`config.mk`:
```
export PLATFORM = sky130hd
export DESIGN_NAME = pipeline_stall_ctrl
export DESIGN_NICKNAME = d
export VERILOG_FILES = /design/src/rtl/pipeline_stall_ctrl.sv
export SDC_FILE = /design/constraint.sdc
export NUM_CORES = 1
export LEC_CHECK = 0
export ABC_CLOCK_PERIOD_IN_PS = 4400
export CORE_MARGIN = 4
export CORE_UTILIZATION = 40
export CTS_CLUSTER_DIAMETER = 200
export CTS_CLUSTER_SIZE = 25
export DETAILED_ROUTE_END_ITERATION = 12
export HOLD_SLACK_MARGIN = 0.1
export PLACE_DENSITY = 0.68
export SETUP_SLACK_MARGIN = 0.4
export SLEW_MARGIN = 20
export SYNTH_ARGS = -nofsm -noshare
export SYNTH_HDL_FRONTEND = slang
export SYNTH_SLANG_ARGS = --single-unit
```
`constraint.sdc`:
```
create_clock -name i_clk -period 4.4 [get_ports i_clk]
set_clock_uncertainty 0.1 [all_clocks]
set_input_delay 0.88 -clock i_clk [delete_from_list [all_inputs] [get_ports i_clk]]
set_output_delay 0.88 -clock i_clk [all_outputs]
set_load 0.01 [all_outputs]
```
`src/rtl/pipeline_stall_ctrl.sv`:
```
// Pipeline stall/flush controller: turns ID hazard requests into PC/IF-ID/ID-EX controls,
// sequences load-use bubbles and the branch resolve window, and keeps saturating perf counters.
module pipeline_stall_ctrl #(
  parameter int LU_STALL_CYCLES = 1,
  parameter int BR_WAIT_MAX     = 2,
  parameter int CNT_W           = 16
) (
  input  logic             i_clk,
  input  logic             i_rst,
  input  logic             i_load_use_req,
  input  logic             i_branch_req,
  input  logic             i_branch_resolved,
  input  logic             i_branch_taken,
  input  logic             i_ext_stall,
  output logic             o_pc_we,
  output logic             o_if_id_we,
  output logic             o_if_id_flush,
  output logic             o_id_ex_bubble,
  output logic             o_pc_sel_branch,
  output logic             o_br_timeout,
  output logic [1:0]       o_state,
  output logic [CNT_W-1:0] o_stall_cnt,
  output logic [CNT_W-1:0] o_taken_cnt
);

  localparam logic [1:0] ST_RUN      = 2'd0;
  localparam logic [1:0] ST_LU_STALL = 2'd1;
  localparam logic [1:0] ST_BR_WAIT  = 2'd2;

  // Sequence counter only ever holds values up to max(LU_STALL_CYCLES, BR_WAIT_MAX)-1.
  localparam int CNT_MAX = (LU_STALL_CYCLES > BR_WAIT_MAX) ? LU_STALL_CYCLES : BR_WAIT_MAX;
  localparam int SEQ_W   = (CNT_MAX < 2) ? 1 : $clog2(CNT_MAX);

  localparam logic [SEQ_W-1:0] SEQ_ZERO = SEQ_W'(0);
  localparam logic [SEQ_W-1:0] SEQ_ONE  = SEQ_W'(1);
  localparam logic [SEQ_W-1:0] LU_LAST  = SEQ_W'(LU_STALL_CYCLES - 1);
  localparam logic [SEQ_W-1:0] BR_LAST  = SEQ_W'(BR_WAIT_MAX - 1);
  localparam logic [CNT_W-1:0] CNT_ONES = {CNT_W{1'b1}};
  localparam logic [CNT_W-1:0] CNT_ONE  = CNT_W'(1);

  logic [1:0]       state_r;
  logic [1:0]       next_state_s;
  logic [SEQ_W-1:0] seq_cnt_r;
  logic [SEQ_W-1:0] next_seq_cnt_s;
  logic [CNT_W-1:0] stall_cnt_r;
  logic [CNT_W-1:0] taken_cnt_r;

  logic pc_we_s;
  logic if_id_we_s;
  logic if_id_flush_s;
  logic id_ex_bubble_s;
  logic pc_sel_branch_s;
  logic br_timeout_s;
  logic stall_inc_s;
  logic taken_inc_s;

  function automatic logic [CNT_W-1:0] sat_inc(input logic [CNT_W-1:0] val, input logic en);
    if (en && (val != CNT_ONES)) begin
      sat_inc = val + CNT_ONE;
    end else begin
      sat_inc = val;
    end
  endfunction

  // Next-state and Mealy control decode; an external freeze suppresses everything.
  always_comb begin
    pc_we_s         = 1'b0;
    if_id_we_s      = 1'b0;
    if_id_flush_s   = 1'b0;
    id_ex_bubble_s  = 1'b0;
    pc_sel_branch_s = 1'b0;
    br_timeout_s    = 1'b0;
    stall_inc_s     = 1'b0;
    taken_inc_s     = 1'b0;
    next_state_s    = state_r;
    next_seq_cnt_s  = seq_cnt_r;
    if (i_ext_stall) begin
      next_state_s   = state_r;
      next_seq_cnt_s = seq_cnt_r;
    end else begin
      case (state_r)
        ST_RUN: begin
          if (i_load_use_req) begin
            id_ex_bubble_s = 1'b1;
            stall_inc_s    = 1'b1;
            if (LU_STALL_CYCLES == 1) begin
              next_state_s   = ST_RUN;
              next_seq_cnt_s = SEQ_ZERO;
            end else begin
              next_state_s   = ST_LU_STALL;
              next_seq_cnt_s = SEQ_ONE;
            end
          end else if (i_branch_req) begin
            // Branch moves on to EX; IF/ID gets a NOP so nothing younger follows it.
            if_id_we_s     = 1'b1;
            if_id_flush_s  = 1'b1;
            stall_inc_s    = 1'b1;
            next_state_s   = ST_BR_WAIT;
            next_seq_cnt_s = SEQ_ZERO;
          end else begin
            pc_we_s    = 1'b1;
            if_id_we_s = 1'b1;
          end
        end
        ST_LU_STALL: begin
          id_ex_bubble_s = 1'b1;
          stall_inc_s    = 1'b1;
          if (seq_cnt_r == LU_LAST) begin
            next_state_s   = ST_RUN;
            next_seq_cnt_s = SEQ_ZERO;
          end else begin
            next_seq_cnt_s = seq_cnt_r + SEQ_ONE;
          end
        end
        ST_BR_WAIT: begin
          if (i_branch_resolved) begin
            pc_we_s         = 1'b1;
            if_id_we_s      = 1'b1;
            pc_sel_branch_s = i_branch_taken;
            if_id_flush_s   = i_branch_taken;
            taken_inc_s     = i_branch_taken;
            next_state_s    = ST_RUN;
            next_seq_cnt_s  = SEQ_ZERO;
          end else if (seq_cnt_r == BR_LAST) begin
            // Timed out: fall through as not-taken.
            br_timeout_s   = 1'b1;
            pc_we_s        = 1'b1;
            if_id_we_s     = 1'b1;
            next_state_s   = ST_RUN;
            next_seq_cnt_s = SEQ_ZERO;
          end else begin
            stall_inc_s    = 1'b1;
            next_seq_cnt_s = seq_cnt_r + SEQ_ONE;
          end
        end
        default: begin
          next_state_s   = ST_RUN;
          next_seq_cnt_s = SEQ_ZERO;
        end
      endcase
    end
  end

  // State and sequence counter registers.
  always_ff @(posedge i_clk or posedge i_rst) begin
    if (i_rst) begin
      state_r   <= ST_RUN;
      seq_cnt_r <= SEQ_ZERO;
    end else begin
      state_r   <= next_state_s;
      seq_cnt_r <= next_seq_cnt_s;
    end
  end

  // Saturating performance counters.
  always_ff @(posedge i_clk or posedge i_rst) begin
    if (i_rst) begin
      stall_cnt_r <= {CNT_W{1'b0}};
      taken_cnt_r <= {CNT_W{1'b0}};
    end else begin
      stall_cnt_r <= sat_inc(stall_cnt_r, stall_inc_s);
      taken_cnt_r <= sat_inc(taken_cnt_r, taken_inc_s);
    end
  end

  // Controls are forced low for the whole time reset is held, not just after the edge.
  assign o_pc_we         = pc_we_s         & ~i_rst;
  assign o_if_id_we      = if_id_we_s      & ~i_rst;
  assign o_if_id_flush   = if_id_flush_s   & ~i_rst;
  assign o_id_ex_bubble  = id_ex_bubble_s  & ~i_rst;
  assign o_pc_sel_branch = pc_sel_branch_s & ~i_rst;
  assign o_br_timeout    = br_timeout_s    & ~i_rst;
  assign o_state         = state_r;
  assign o_stall_cnt     = stall_cnt_r;
  assign o_taken_cnt     = taken_cnt_r;

endmodule

```
==> results of run 1 <==
==> registers in the layout, indices dropped and copies added, names as in the netlist <==
| register | flops |
|---|---|
| o_stall_cnt | 16 |
| o_taken_cnt | 16 |
| o_state | 1 |
| seq_cnt_r | 1 |
==> where the power goes <==
part           total (mW)  leakage, nW  switching (mW)  internal [mW]
sequential          0.424        0.447          0.0641          0.360
clock               0.219       0.0383           0.110          0.109
combinational       0.237        0.458          0.0975          0.139
total               0.880        0.944           0.272          0.608
==> metrics by stage <==
stage	util [%]	area (sq um)	hold slack (ns)
2_1_floorplan	-	1810	0.404
3_3_place_gp	53.1	2310	0.403
3_5_place_dp	53.1	2310	0.407
4_1_cts	54.9	2390	0.414
5_1_grt	54.9	2390	0.438
6_report	54.9	2390	0.406
==> cells in the mapped netlist (3+ instances only) <==
| cell type | instances | area share (%) |
|---|---|---|
| sky130_fd_sc_hd__dfrtp_1 | 34 | 47 |
| sky130_fd_sc_hd__nor3_1 | 8 | 2.2 |
| sky130_fd_sc_hd__nor2_1 | 10 | 2.1 |
| sky130_fd_sc_hd__o21ai_0 | 6 | 1.7 |
| sky130_fd_sc_hd__nand3_1 | 10 | 2.8 |
| sky130_fd_sc_hd__nand4_1 | 11 | 3.8 |
| sky130_fd_sc_hd__a21oi_1 | 4 | 1.1 |
| sky130_fd_sc_hd__inv_1 | 4 | 0.83 |
| sky130_fd_sc_hd__o2111ai_1 | 3 | 1.5 |
| sky130_fd_sc_hd__nand2_1 | 7 | 1.5 |
| sky130_fd_sc_hd__xor2_1 | 9 | 4.4 |
| sky130_fd_sc_hd__xnor2_1 | 16 | 7.7 |
| sky130_fd_sc_hd__nor4_1 | 3 | 1.0 |
| sky130_fd_sc_hd__o211ai_1 | 4 | 1.7 |
| sky130_fd_sc_hd__and3_1 | 7 | 2.4 |
| sky130_fd_sc_hd__and4_1 | 5 | 2.4 |
==> logic make-up (layout without fill, tap and decap cells) <==
logic type,after synthesis,in the layout,share of synthesized area [%]
adders and majority gates,2,2,1.38
xor gates and xnor gates,25,25,12.1
DFF,34,34,47.0
muxes,3,3,1.80
buffers and inverters,8,57,1.93
and+or+nand+nor,73,73,24.1
other,1,1,0.207
AOI/OAI and AO/OA,29,29,11.5
==> layer usage <==
layer  track usage, %  wire (um)  share of wire [%]
met1             21.7       1960                 48
met2             24.5       1860                 46
met3             4.01        181                4.5
met4             4.66         38               0.94
met5                0          0                  0
==> layout make-up <==
class / count / area [sq um] / area share, %
Multi-Input combinational cell: 133 / 925 / 38.7
Timing Repair Buffer: 46 / 458 / 19.2
Inverter: 4 / 15.0 / 0.628
Clock buffer: 7 / 76.3 / 3.19
Tap cell: 52 / 65.1 / 2.72
Sequential cell: 34 / 851 / 35.6
==> worst max path at each step <==
| stage | to | slack [ns] | cells past startpoint |
|---|---|---|---|
| 6_report | o_if_id_flush | 0.65 | 5 |
| 5_1_grt | o_if_id_flush | 0.48 | 5 |
| 3_5_place_dp | o_if_id_flush | 0.64 | 5 |
| 4_1_cts | o_if_id_flush | 0.63 | 5 |
| 3_3_place_gp | o_if_id_flush | 0.69 | 5 |
| 2_1_floorplan | o_if_id_flush | 1.84 | 3 |
==> worst max-delay path, cell delays in order <==
cell and delay (ns):
sky130_fd_sc_hd__clkdlybuf4s50_1 0.58, sky130_fd_sc_hd__nand4b_1 0.44, sky130_fd_sc_hd__nor2_1 0.21, sky130_fd_sc_hd__a31o_2 0.12, sky130_fd_sc_hd__clkdlybuf4s50_1 0.53
==> results_tabular.tex, run 1 <==
\begin{tabular}{lr}
\hline
Metric & Value \\
\hline
\multicolumn{2}{l}{\textbf{Run status}} \\
Result of the run & finished, final reports clean \\
\multicolumn{2}{l}{\textbf{Placed design}} \\
I/O Buffers & 45 \\
Number of instances in the placed design & 269 \\
Post-placement setup slack & 0.640 ns \\
Final estimated routing congestion in global placement & 0.761 \\
Estimated wirelength of the detail-placed design & $\sim$2.9 mm \\
\multicolumn{2}{l}{\textbf{Critical path}} \\
Worst endpoint data arrival time & 2.77 ns \\
Biggest fanout along the worst timing path & 12 \\
Kind of start point of the critical path & input port \\
Worst reg2reg endpoint & o\_stall\_cnt[1] \\
R2R cell count & 4 \\
Capturing element type of the critical path & output pin \\
Critical Setup Path Class & in2out \\
CP Launch Point & i\_ext\_stall \\
Data required time at the worst endpoint & 3.42 ns \\
Reg-to-reg critical path startpoint & o\_stall\_cnt[0] \\
Worst R2R Setup Slack & 2.30 ns \\
\multicolumn{2}{l}{\textbf{Routing}} \\
Detail-routed net length per standard cell & 14.6 um \\
WL final & 4.04 mm \\
Total number of vias & 1,550 \\
Remaining design rule violation count & 0 \\
Detailed Route Iter0 Violations & 144 \\
Detailed Routing Iterations Pass 1 & 4 \\
Via/cell ratio & 5.62 \\
Post-detailed-route count of antenna-violating nets & 0 \\
\multicolumn{2}{l}{\textbf{GRT}} \\
Total gr overflow & 0 \\
GRT Total Usage & 15.7\% \\
Global-route wire length before repair & 6.86 mm \\
Antenna violations before repair & 0 \\
Via count of the first global-routing pass & 1,468 \\
Largest net degree at the start of global routing & 35 \\
\multicolumn{2}{l}{\textbf{Logic synthesis}} \\
Sequential cell area fraction in the yosys report & around 47\% \\
Syn avg cell area & around 10 sq um \\
Synthesized instance count & between 150 and 200 \\
Warnings from Yosys & 0 \\
Primary flip-flop cell chosen by synthesis mapping & sky130\_fd\_sc\_hd\_\_dfrtp\_1 \\
Number of enable-type register cells in the synthesized netlist & 0 \\
Number of synthesized register bits & 34 \\
Distinct cell type count of the synthesized netlist & 43 \\
Async set-or-reset flop fraction in the synthesized netlist & 100\% \\
Combined area of all synthesized cells & 1810 sq um \\
Number of nets produced by synthesis & 184 \\
\multicolumn{2}{l}{\textbf{Clocking}} \\
Num CTS Buffers & 5 \\
Clk pin slew, worst setup/hold paths & $\sim$0.06 ns \\
Hold buffer count at CTS & 0 \\
Resized cells post-CTS & 0 \\
Clock insertion delay at the later pin of the skew report & 0.29 ns \\
Sinks on the clock net & 34 \\
\# Post-CTS Setup Buffers & 0 \\
Root buf cell & sky130\_fd\_sc\_hd\_\_clkbuf\_8 \\
TritonCTS clock tree & done \\
H-tree lvl count & 2 \\
Number of buffers between clock root and the deepest sink & 2 \\
\multicolumn{2}{l}{\textbf{Die}} \\
Overall die width & 75.3 um \\
Core area & 4350 sq um \\
Initial core utilization & between 40\% and 50\% \\
Cell Rows & 24 \\
Height of the chip & between 70 and 80 um \\
Die Area & 5670 sq um \\
I/O pin count & 47 \\
\multicolumn{2}{l}{\textbf{Timing}} \\
Sum of negative setup slack & 0 ns \\
Maximum frequency from static timing analysis & 267 MHz \\
Final hold viol count & 0 \\
Final worst-path setup slack & 0.650 ns \\
Worst Max-Slew Pin Slew & around 0.96 ns \\
Unrepaired setup endpoints after global routing & false \\
Endpoints failing setup & 0 \\
Share of the clock period used by the worst path after layout & 85.2\% \\
Worst-case headroom to the max-slew limit & 35.7\% \\
Final critical path time including I/O delays and setup & between 3 and 4 ns \\
Number of pins exceeding their max-slew limit in the final report & 0 \\
\multicolumn{2}{l}{\textbf{Worst hold path}} \\
Hold Path Sink & o\_taken\_cnt[8] \\
Hold path depth & 1 \\
Min-delay src & o\_taken\_cnt[8] \\
Hold Crit Class & reg2reg \\
\multicolumn{2}{l}{\textbf{Power and ir drop}} \\
Power per unit of standard cell area & 368 nW/um\^{}2 \\
Peak supply drop & 0.267 mV \\
Power Total & 880 uW \\
Leakage power total & 0.944 nW \\
\multicolumn{2}{l}{\textbf{Job}} \\
Max-capacitance violation count & 0 \\
\multicolumn{2}{l}{\textbf{Cells and area}} \\
Share of post-route cells with drive strength above 1 & 4.91\% \\
Commonest non-fill, non-tap cell in the layout & sky130\_fd\_sc\_hd\_\_clkdlybuf4s50\_1 \\
Count of inserted antenna diode cells & 0 \\
Most frequent cells in the layout & 45 x sky130\_fd\_sc\_hd\_\_clkdlybuf4s50\_1, 34 x sky130\_fd\_sc\_hd\_\_dfrtp\_1, 16 x sky130\_fd\_sc\_hd\_\_xnor2\_1 \\
Number of non-filler instances in the completed layout & 276 \\
Area Growth Syn to Fin & 32.0\% \\
Fillers & between 400 and 500 \\
Final net count & 233 \\
\hline
\end{tabular}
Note: power is estimated with default switching activity, not from simulation.
==> run 2, diff against run 1 <==
--- a/config.mk
+++ b/config.mk
@@ -11,6 +11,7 @@
 export CTS_CLUSTER_DIAMETER = 200
 export CTS_CLUSTER_SIZE = 25
 export DETAILED_ROUTE_END_ITERATION = 12
+export GPL_TIMING_DRIVEN = 0
 export HOLD_SLACK_MARGIN = 0.1
 export PLACE_DENSITY = 0.68
 export SETUP_SLACK_MARGIN = 0.4
==> run 2 against run 1 <==
Effect of this change:
- setup slack gained 0.15 ns
- highest routed layer unchanged
- critical endpoint unchanged
- critical path type unchanged
- register-to-register slack worse by 0.05 ns
- non-clock buffer count grew 3
- critical path depth did not move
==> results_tabular.tex, run 2 (synthesis gave the netlist of run 1 again) <==
\begin{tabular}{lr}
\hline
Metric & Value \\
\hline
\multicolumn{2}{l}{\textbf{Placed design}} \\
Final estimated routing congestion in global placement & 0.762 \\
I/O Buffers & 45 \\
Estimated wirelength of the detail-placed design & 3.01 mm \\
Number of instances in the placed design & about 270 \\
\multicolumn{2}{l}{\textbf{Clocking}} \\
Num CTS Buffers & 5 \\
Root buf cell & sky130\_fd\_sc\_hd\_\_clkbuf\_8 \\
H-tree lvl count & 2 \\
Resized cells post-CTS & 0 \\
Clk pin slew, worst setup/hold paths & $\sim$0.070 ns \\
Clock insertion delay at the later pin of the skew report & 0.28 ns \\
TritonCTS clock tree & done \\
Number of buffers between clock root and the deepest sink & 2 \\
\# Post-CTS Setup Buffers & 0 \\
Sinks on the clock net & 34 \\
Hold buffer count at CTS & 0 \\
\multicolumn{2}{l}{\textbf{Routing}} \\
Post-detailed-route count of antenna-violating nets & 0 \\
Remaining design rule violation count & 0 \\
Detailed Route Iter0 Violations & between 80 and 90 \\
Via/cell ratio & around 5.6 \\
Total number of vias & 1,561 \\
Detail-routed net length per standard cell & 15.1 um \\
WL final & around 4.2 mm \\
Detailed Routing Iterations Pass 1 & 4 \\
\multicolumn{2}{l}{\textbf{Cells and area}} \\
Final net count & approximately 240 \\
Most frequent cells in the layout & 45 x sky130\_fd\_sc\_hd\_\_clkdlybuf4s50\_1, 34 x sky130\_fd\_sc\_hd\_\_dfrtp\_1, 16 x sky130\_fd\_sc\_hd\_\_xnor2\_1 \\
Count of inserted antenna diode cells & 0 \\
Share of post-route cells with drive strength above 1 & 6.14\% \\
Number of non-filler instances in the completed layout & 280 \\
Core Util, Final & a little under three fifths \\
Area Growth Syn to Fin & 34.3\% \\
Commonest non-fill, non-tap cell in the layout & sky130\_fd\_sc\_hd\_\_clkdlybuf4s50\_1 \\
\multicolumn{2}{l}{\textbf{Power and ir drop}} \\
Power per unit of standard cell area & 389 nW/um\^{}2 \\
Peak supply drop & 0.247 mV \\
Leakage power total & 0.963 nW \\
Power Total & 946 uW \\
\multicolumn{2}{l}{\textbf{Critical path}} \\
Dominant delay contributor by cell family on the critical path & buffers and inverters \\
Slowest cell on the critical path & sky130\_fd\_sc\_hd\_\_clkdlybuf4s50\_1 \\
Biggest fanout along the worst timing path & 7 \\
Delay contributed by the slowest stage of the critical path & approximately 0.54 ns \\
Ordered cell list for the critical path & clkdlybuf4s50\_1, nand4b\_1, nor2\_1, a31o\_2, clkdlybuf4s50\_1 \\
Most common cell on crit path & sky130\_fd\_sc\_hd\_\_clkdlybuf4s50\_1 \\
Critical Setup Path Class & in2out \\
Data required time at the worst endpoint & 3.42 ns \\
Capturing element type of the critical path & output pin \\
Worst endpoint data arrival time & 2.62 ns \\
Kind of start point of the critical path & input port \\
Sum of buffers and inverters on the critical path & 2 \\
\multicolumn{2}{l}{\textbf{GRT}} \\
Antenna violations before repair & 0 \\
Global-route wire length before repair & 7.15 mm \\
GRT Total Usage & about 17\% \\
Via count of the first global-routing pass & 1,524 \\
Largest net degree at the start of global routing & 35 \\
Total gr overflow & 0 \\
\multicolumn{2}{l}{\textbf{Die}} \\
Initial core utilization & 41.6\% \\
Height of the chip & approximately 75 um \\
I/O pin count & 47 \\
Overall die width & 75.3 um \\
Cell Rows & 24 \\
Die Area & 5670 sq um \\
Core area & 4350 sq um \\
\multicolumn{2}{l}{\textbf{Timing}} \\
Final critical path time including I/O delays and setup & 3.60 ns \\
Sum of negative setup slack & 0 ns \\
Unrepaired setup endpoints after global routing & false \\
Worst-case hold slack & between 0.4 and 0.5 ns \\
Number of pins exceeding their max-slew limit in the final report & 0 \\
Worst Max-Slew Pin Slew & 0.991 ns \\
Share of the clock period used by the worst path after layout & 81.9\% \\
Maximum frequency from static timing analysis & roughly 280 MHz \\
Endpoints failing setup & 0 \\
Final hold viol count & 0 \\
Worst-case headroom to the max-slew limit & 33.3\% \\
\multicolumn{2}{l}{\textbf{Worst hold path}} \\
Hold Crit Class & reg2reg \\
\multicolumn{2}{l}{\textbf{Job}} \\
Max-capacitance violation count & 0 \\
\multicolumn{2}{l}{\textbf{Run status}} \\
Result of the run & finished, final reports clean \\
\hline
\end{tabular}
## run 2: changes by cell type in the layout (fill, tap and decap cells not counted)
cell and delta:
sky130_fd_sc_hd__clkbuf_1 +2, sky130_fd_sc_hd__inv_1 -1, sky130_fd_sc_hd__buf_2 +1, sky130_fd_sc_hd__bufinv_16 +1
sky130_fd_sc_hd__inv_2 +1
## run 2: per-stage QoR
step           worst slack, ns  area, sq um
6_report                 0.797         2430
5_1_grt                  0.689         2430
4_1_cts                  0.793         2430
3_5_place_dp             0.794         2330
3_3_place_gp             0.813         2330
2_1_floorplan             1.84         1810
## run 2: path summary, 6_finish.rpt
check	start	to	slack (ns)	cells after the start
worst max-delay path	i_branch_resolved	o_if_id_flush	0.80	5
worst min-delay path	o_stall_cnt[11]	o_stall_cnt[11]	0.42	1
worst max register to register	o_state[1]	o_taken_cnt[7]	2.25	4
worst min register to register	o_stall_cnt[11]	o_stall_cnt[11]	0.42	1
max in group asynchronous	i_rst	o_stall_cnt[1]	2.71	2
min in group asynchronous	i_rst	o_state[1]	1.03	2
## run 2: worst register-to-register path: cells and delay by family (launching register included)
kind,cells,cell delay [ns]
and+or+nand+nor,2,0.96
xor gates and xnor gates,1,0.18
DFF,1,0.48
AOI/OAI and AO/OA,1,0.29
## run 2: layout make-up
cell class / instances / area, sq um
multi-input cells: 133 / 925
clock buffers: 7 / 76.3
clock inverters: 1 / 30.0
repair buffers: 45 / 450
fillers: 416 / 1920
well taps: 52 / 65.1
inverters: 4 / 15.0
flip-flops and latches: 34 / 851
plain buffers: 4 / 20.0
## run 2: layer usage
layer / vias up / share of wire, % / global-route usage (%)
met1: 750 / 45 / 20.9
met4: 0 / 0.74 / 5.63
met5: - / 0 / 0
met2: 35 / 49 / 27.0
met3: 4 / 4.9 / 4.81
li1: 772 / - / -
## run 2: where the power goes
part           total [mW]  internal (mW)  switching, mW
registers           0.423          0.359         0.0639
clock network       0.285          0.170          0.116
logic               0.237          0.140         0.0971
total               0.946          0.669          0.277
